===== config.mk =====
export PLATFORM = sky130hd
export DESIGN_NAME = ltc5548_sys_pio_out
export DESIGN_NICKNAME = d
export VERILOG_FILES = /design/src/rtl/ltc5548_sys_pio_out.sv
export SDC_FILE = /design/constraint.sdc
export NUM_CORES = 1
export LEC_CHECK = 0
export ABC_CLOCK_PERIOD_IN_PS = 800
export BUFFER_PORTS_ARGS = -buffer_cell sky130_fd_sc_hd__buf_2
export CAP_MARGIN = 20
export CORE_AREA = 2 2 59 61
export DETAILED_ROUTE_END_ITERATION = 6
export DIE_AREA = 0 0 61 63
export GPL_ROUTABILITY_DRIVEN = 0
export HOLD_SLACK_MARGIN = 0.03
export PLACE_DENSITY_LB_ADDON = 0.15
export SETUP_SLACK_MARGIN = 0.5
export SLEW_MARGIN = 0
export SYNTH_ARGS = -nofsm -noshare
export SYNTH_HDL_FRONTEND = slang
export SYNTH_SLANG_ARGS = --single-unit

===== constraint.sdc =====
create_clock -name clk -period 0.8 [get_ports clk]
set_input_delay 0.16 -clock clk [delete_from_list [all_inputs] [get_ports clk]]
set_output_delay 0.16 -clock clk [all_outputs]
set_load 0.01 [all_outputs]

===== src/rtl/ltc5548_sys_pio_out.sv =====
// ============================================================================
//  Module   : ltc5548_sys_pio_out
//  Purpose  : Avalon-MM output PIO with atomic set/clear and an optional
//             hardware one-shot (enabled by LTC5548_PIO_OUT_PULSE_EN).
//  Revision : 1.0  initial release
// ============================================================================
`default_nettype none

module ltc5548_sys_pio_out #(
  parameter int               WIDTH       = 8,
  parameter logic [WIDTH-1:0] RESET_VALUE = '0,
  parameter int               PULSE_W     = 16
) (
  input  logic             clk,
  input  logic             reset_n,
  input  logic [2:0]       address,
  input  logic             chipselect,
  input  logic             write_n,
  input  logic [31:0]      writedata,
  output logic [31:0]      readdata,
  output logic [WIDTH-1:0] out_port,
  output logic             busy
);

  localparam logic [2:0] c_ADDR_DATA  = 3'd0;
  localparam logic [2:0] c_ADDR_LEN   = 3'd2;
  localparam logic [2:0] c_ADDR_PULSE = 3'd3;
  localparam logic [2:0] c_ADDR_SET   = 3'd4;
  localparam logic [2:0] c_ADDR_CLR   = 3'd5;

  logic             w_wr;
  logic [WIDTH-1:0] w_wd;
  logic [WIDTH-1:0] data_q, data_d;
  logic [WIDTH-1:0] out_q;
  logic [31:0]      rdata_q, rdata_d;
  logic [WIDTH-1:0] w_pulse_mask;
  logic             w_busy;
  logic             unused_wd;

  assign w_wr      = chipselect & ~write_n;
  assign w_wd      = writedata[WIDTH-1:0];
  assign unused_wd = ^writedata[31:WIDTH];

  // --------------------------------------------------------------------------
  // Data register with atomic set / clear
  // --------------------------------------------------------------------------
  always_comb begin
    data_d = data_q;
    if (w_wr) begin
      case (address)
        c_ADDR_DATA: data_d = w_wd;
        c_ADDR_SET:  data_d = data_q | w_wd;
        c_ADDR_CLR:  data_d = data_q & ~w_wd;
        default:     data_d = data_q;
      endcase
    end
  end

`ifdef LTC5548_PIO_OUT_PULSE_EN
  // --------------------------------------------------------------------------
  // One-shot: inverts masked pins for exactly len_q cycles, no retrigger
  // --------------------------------------------------------------------------
  typedef enum logic [0:0] {
    S_IDLE   = 1'b0,
    S_ACTIVE = 1'b1
  } state_t;

  state_t             state_q, state_d;
  logic [PULSE_W-1:0] len_q, len_d;
  logic [PULSE_W-1:0] cnt_q, cnt_d;
  logic [WIDTH-1:0]   mask_q, mask_d;

  always_ff @(posedge clk or negedge reset_n) begin
    if (!reset_n) begin
      state_q <= S_IDLE;
      len_q   <= '0;
      cnt_q   <= '0;
      mask_q  <= '0;
    end else begin
      state_q <= state_d;
      len_q   <= len_d;
      cnt_q   <= cnt_d;
      mask_q  <= mask_d;
    end
  end

  always_comb begin
    state_d = state_q;
    len_d   = len_q;
    cnt_d   = cnt_q;
    mask_d  = mask_q;
    if (w_wr && (address == c_ADDR_LEN)) begin
      len_d = writedata[PULSE_W-1:0];
    end
    case (state_q)
      S_IDLE: begin
        if (w_wr && (address == c_ADDR_PULSE) && (w_wd != '0) && (len_q != '0)) begin
          state_d = S_ACTIVE;
          mask_d  = w_wd;
          cnt_d   = len_q;
        end
      end
      S_ACTIVE: begin
        cnt_d = cnt_q - PULSE_W'(1);
        // Mask was raised on the entry edge, so clearing at cnt==1 gives len cycles
        if (cnt_q == PULSE_W'(1)) begin
          mask_d  = '0;
          state_d = S_IDLE;
        end
      end
      default: begin
        state_d = S_IDLE;
        mask_d  = '0;
      end
    endcase
  end

  assign w_pulse_mask = mask_q;
  assign w_busy       = (state_q == S_ACTIVE);

  always_comb begin
    rdata_d = '0;
    case (address)
      c_ADDR_DATA:  rdata_d[WIDTH-1:0] = data_q;
      c_ADDR_LEN:   rdata_d[PULSE_W-1:0] = len_q;
      c_ADDR_PULSE: begin
        rdata_d[31]        = w_busy;
        rdata_d[WIDTH-1:0] = mask_q;
      end
      default:      rdata_d = '0;
    endcase
  end
`else
  localparam int unused_pulse_w = PULSE_W;

  assign w_pulse_mask = '0;
  assign w_busy       = 1'b0;

  always_comb begin
    rdata_d = '0;
    if (address == c_ADDR_DATA) begin
      rdata_d[WIDTH-1:0] = data_q;
    end
  end
`endif

  // --------------------------------------------------------------------------
  // Registered data, pins and read data
  // --------------------------------------------------------------------------
  always_ff @(posedge clk or negedge reset_n) begin
    if (!reset_n) begin
      data_q  <= RESET_VALUE;
      out_q   <= RESET_VALUE;
      rdata_q <= '0;
    end else begin
      data_q  <= data_d;
      out_q   <= data_q ^ w_pulse_mask;
      rdata_q <= rdata_d;
    end
  end

  assign out_port = out_q;
  assign readdata = rdata_q;
  assign busy     = w_busy;

endmodule

`default_nettype wire


Yosys cells after proc, flatten, opt, wreduce, memory -nomap -nowiden
Index checks and enable logic that the tools add are counted.
W data, S select, Z words.
{ "op_classes": {"eq_ne": 2, "mux": 2, "bitwise_logic": 5, "reduce_logical": 3} }
{ "ops": {"columns": ["op", "n"], "rows": [
  ["$pmux W8 S3", 1],
  ["$and A8 B8 Y8", 1],
  ["$mux W8", 1],
  ["$not A8 Y8", 1],
  ["$or A8 B8 Y8", 1],
  ["$eq A3 B3 Y1 const B", 2],
  ["$logic_not A3 Y1", 1],
  ["$reduce_bool A3 Y1", 1],
  ["$reduce_and A2 Y1", 1],
  ["$and A1 B1 Y1", 1],
  ["$not A1 Y1", 1]
]} }
{ "totals": {"regBits": 24, "in_bits": 39, "word_cells": 15} }

Logic depth before layout (Yosys ltp)
{ "depth": {"depth_word": 3, "ltp_mapped": 4, "ltp_nobuf": 3} }

Worst setup path before layout
OpenSTA, ideal clock, no wires.
{ "synth_path": {"path_kind": "input to register", "start": "input address[1]", "end": "register data_q[0]", "arrival_ps": 824, "required_ps": 679, "setup_slack_ps": -145, "cell_stages": 4, "path_cell_list": "or3b_1 > buf_6 > o21ai_1 > nand2_1"} }
{ "synth_between": {"elab_chain_len": 3, "word_cells_on_any_way": 6} }
{ "synth_rtl": {"columns": ["element", "line_no", "source"], "rows": [
  ["start: declaration", "16", "input logic [2:0] address,"],
  ["$eq A3 B3 Y1 or $logic_not A3 Y1 (tied branches)", "50", "case (address)"],
  ["$reduce_bool A3 Y1 (no source line)", null, null],
  ["$reduce_and A2 Y1 (no source line)", null, null],
  ["end signal: assignment", "156", "data_q <= data_d;"],
  ["end: declaration", "33", "logic [WIDTH-1:0] data_q, data_d;"]
]} }
Several ways; a longest one is shown, not always the timed one.
A chain may end at the register's enable or synchronous reset.

Worst setup path after layout
{ "layout_path": {"start": "register rdata_q[3], in the netlist readdata[3]", "end": "output readdata[3]"} }
{ "layout_rtl": {"columns": ["element", "line_no", "source"], "rows": [
  ["start: declaration", "35", "logic [31:0] rdata_q, rdata_d;"],
  ["start signal: assignment", "158", "rdata_q <= rdata_d;"],
  ["end: declaration", "20", "output logic [31:0] readdata,"]
]} }
No word-level cell between the ends.

==> flow_summary.yaml <==
timing:
  relSlewSlack: 0.661
  fin_crit_ns: 0.978
  hold_viol: 24
  whs_ns: -0.196
  worst_slack_ns: -0.178
  fmax_mhz: 1020
  finalCritPeriodShare: 1.22
  skew_ns: 0.00357
  rsz0062_at_grt: "true"
  max_slew.worst_pin.slew_ns: 0.508
  finalMaxSlewViolations: 0
  finalSetupViolCount: 25
  tns_ns: -3.06
worst_setup_path:
  path_buf_inv: 1
  crit_family: "flip-flops"
  cp-startpoint: "readdata[3]$_DFF_PN0_"
  slowest_stage: "dfrtp_1"
  crit_chain: "buf_2"
  reg2reg_from: "data_q[5]$_DFFE_PN0P_"
  startpoint_type: "flop"
  cp.arrival_ns: 0.82
  critPathKind: "reg2out"
  endpoint_kind: "primary output"
  crit_path_max_incr_delay_ns: 0.38
  crit_required_ns: 0.64
  rrSetupSlack_ns: -0.05
  worstPathMaxFanout: 1
detailed_routing:
  wl_microns: 1920
  viasPerCell: 3.98
  drt-initial-drc-count: 17
  dr.pass1.iters: 4
  vias: 765
  wl_per_cell_microns: 9.99
  drcViolationCount: 0
  ant_nets: 0
global_routing:
  grtUsageTotal: 0.115
  grt_pass1_vias: 728
  antenna_found_initial: 0
  grt_first_pass_wirelength_microns: 3240
  grt_max_degree: 25
  grt_overflow: 0
synth:
  synth.distinct_cells: 15
  yosys_warnings: 0
  synth_top_area_frac: 0.549
  synthTopCellsByArea: "dfrtp_1 (55%), buf_4 (17%), a22oi_1 (5.5%)"
  synth_cells: 97
  avgSynthCellArea_sq_um: 11.3
  ys_seq_area_frac: 0.549
  synth-seq-cells: 24
  yosys.area.top_type: "dfrtp_1"
  synth_area_sq_um: 1090
run:
  maxCapViolations: 0
floorplan:
  start_util: 0.338
  die_h_microns: 63
  num_rows: 21
  die_w_microns: 61
  die_area_sq_um: 3840
  core_area_sq_um: 3230
  io-pin-count: 80
power:
  internal_power_mw: 2.41
  vdd_drop_max_v: 0.000550
  combPwrFrac: 0.338
  power_switching_mw: 0.916
  seq_power_share: 0.478
  p_per_area_nw_per_um2: 2190
  finalPower_mw: 3.33
  swShare: 0.275
  p_clk_frac: 0.184
  leakagePower_nw: 0.791
final_layout:
  post-route-util: 0.470
  final_nets: 186
  drive_gt1_frac: 0.527
  layout_common_cells: "buf_2 (27), conb_1 (25), dfrtp_1 (24)"
  instances_no_fill: 192
  final_common_cell: "buf_2"
  diodes: 0
  syn2layout_area_growth_pct: 39.0
placed_design:
  portBuffers: 30
  place_hpwl_microns: 1400
  dp_cells: 184
run_status:
  outcome: "finished with violations"
  violations: "hold timing, setup timing"
clock_network:
  ctsHtreeMaxLevel: 1
  clock-sinks: 24
  insertion_delay_ns: 0.30
  cts_tree: "done"
  clockRootBuffer: "clkbuf_4"
  numCtsBuffers: 3
  cts_buffer_depth: 2
  clkTransAtPathRegs_ns: 0.12
hold_path:
  min_path_type: "in2async"
==> path summary, 6_finish.rpt <==
kind / end / cells after the start
worst max-delay path: readdata[3] / 1
worst min-delay path: readdata[6]$_DFF_PN0_ / 1
worst max register to register: data_q[5]$_DFFE_PN0P_ / 3
worst min register to register: out_port[5]$_DFF_PN0_ / 1
max in group asynchronous: data_q[0]$_DFFE_PN0P_ / 1
min in group clk: data_q[1]$_DFFE_PN0P_ / 3
==> registers in the layout (all words and copies together), names as in the netlist <==
register and flops:
out_port 8, data_q 8, readdata 8
==> area by class of cell <==
class | count | area (sq um)
fillers | 311 | 1710
flip-flops and latches | 24 | 601
multi-input cells | 70 | 488
repair buffers | 48 | 338
well taps | 46 | 57.6
clock buffers | 4 | 36.3
==> synthesized netlist by cell type <==
library cell and number:
nand2_1 8, nor2b_1 9, and2_1 8, o21ai_1 7
nor4b_4 1, a22oi_1 8, dfrtp_1 24, buf_1 1
buf_6 1, nor2b_2 1, o21ai_2 1, conb_1 1
buf_4 25, or3b_1 1, nor3_1 1
==> per-stage QoR <==
stage / area, sq um / worst slack (ns) / hold WS, ns
after floorplan: 1190 / -0.145 / -0.136
after global placement: 1310 / -0.388 / 0.164
after detailed placement: 1310 / -0.397 / 0.164
after CTS: 1420 / -0.197 / -0.185
after global routing: 1520 / -0.238 / -0.165
final: 1520 / -0.178 / -0.196
==> logic make-up (layout without fill, tap and decap cells) <==
| logic type | Yosys count | count (layout) | share of synthesized area |
|---|---|---|---|
| and+or+nand+nor | 29 | 29 | 0.167 |
| buffers and inverters | 27 | 52 | 0.185 |
| DFF | 24 | 24 | 0.549 |
| AOI/OAI and AO/OA | 16 | 16 | 0.0950 |
| other | 1 | 25 | 0.00343 |
==> power groups by stage <==
stage	Clock, mW	Combinational, mW	Sequential (mW)
final	0.612	1.12	1.59
after global routing	0.695	1.24	1.63
after CTS	0.639	0.977	1.58
after detailed placement	0	0.855	1.58
after global placement	0	0.844	1.58
after floorplan	0	0.363	1.70
==> repair_timing <==
action	in CTS	in global routing
setup buffers	3	1
hold endpoints to repair	24	24
gates resized for setup	17	21
cloned	0	0
endpoints found under the setup margin	40	40
pin swaps	16	12
==> layer usage <==
layer / GRT usage / vias up / part of all wire
li1: - / 368 / -
met1: 0.150 / 348 / 0.41
met2: 0.173 / 45 / 0.47
met3: 0.0228 / 4 / 0.090
met4: 0.0652 / 0 / 0.022
met5: 0 / - / 0
No activity file was read; power rests on OpenSTA's default activity.
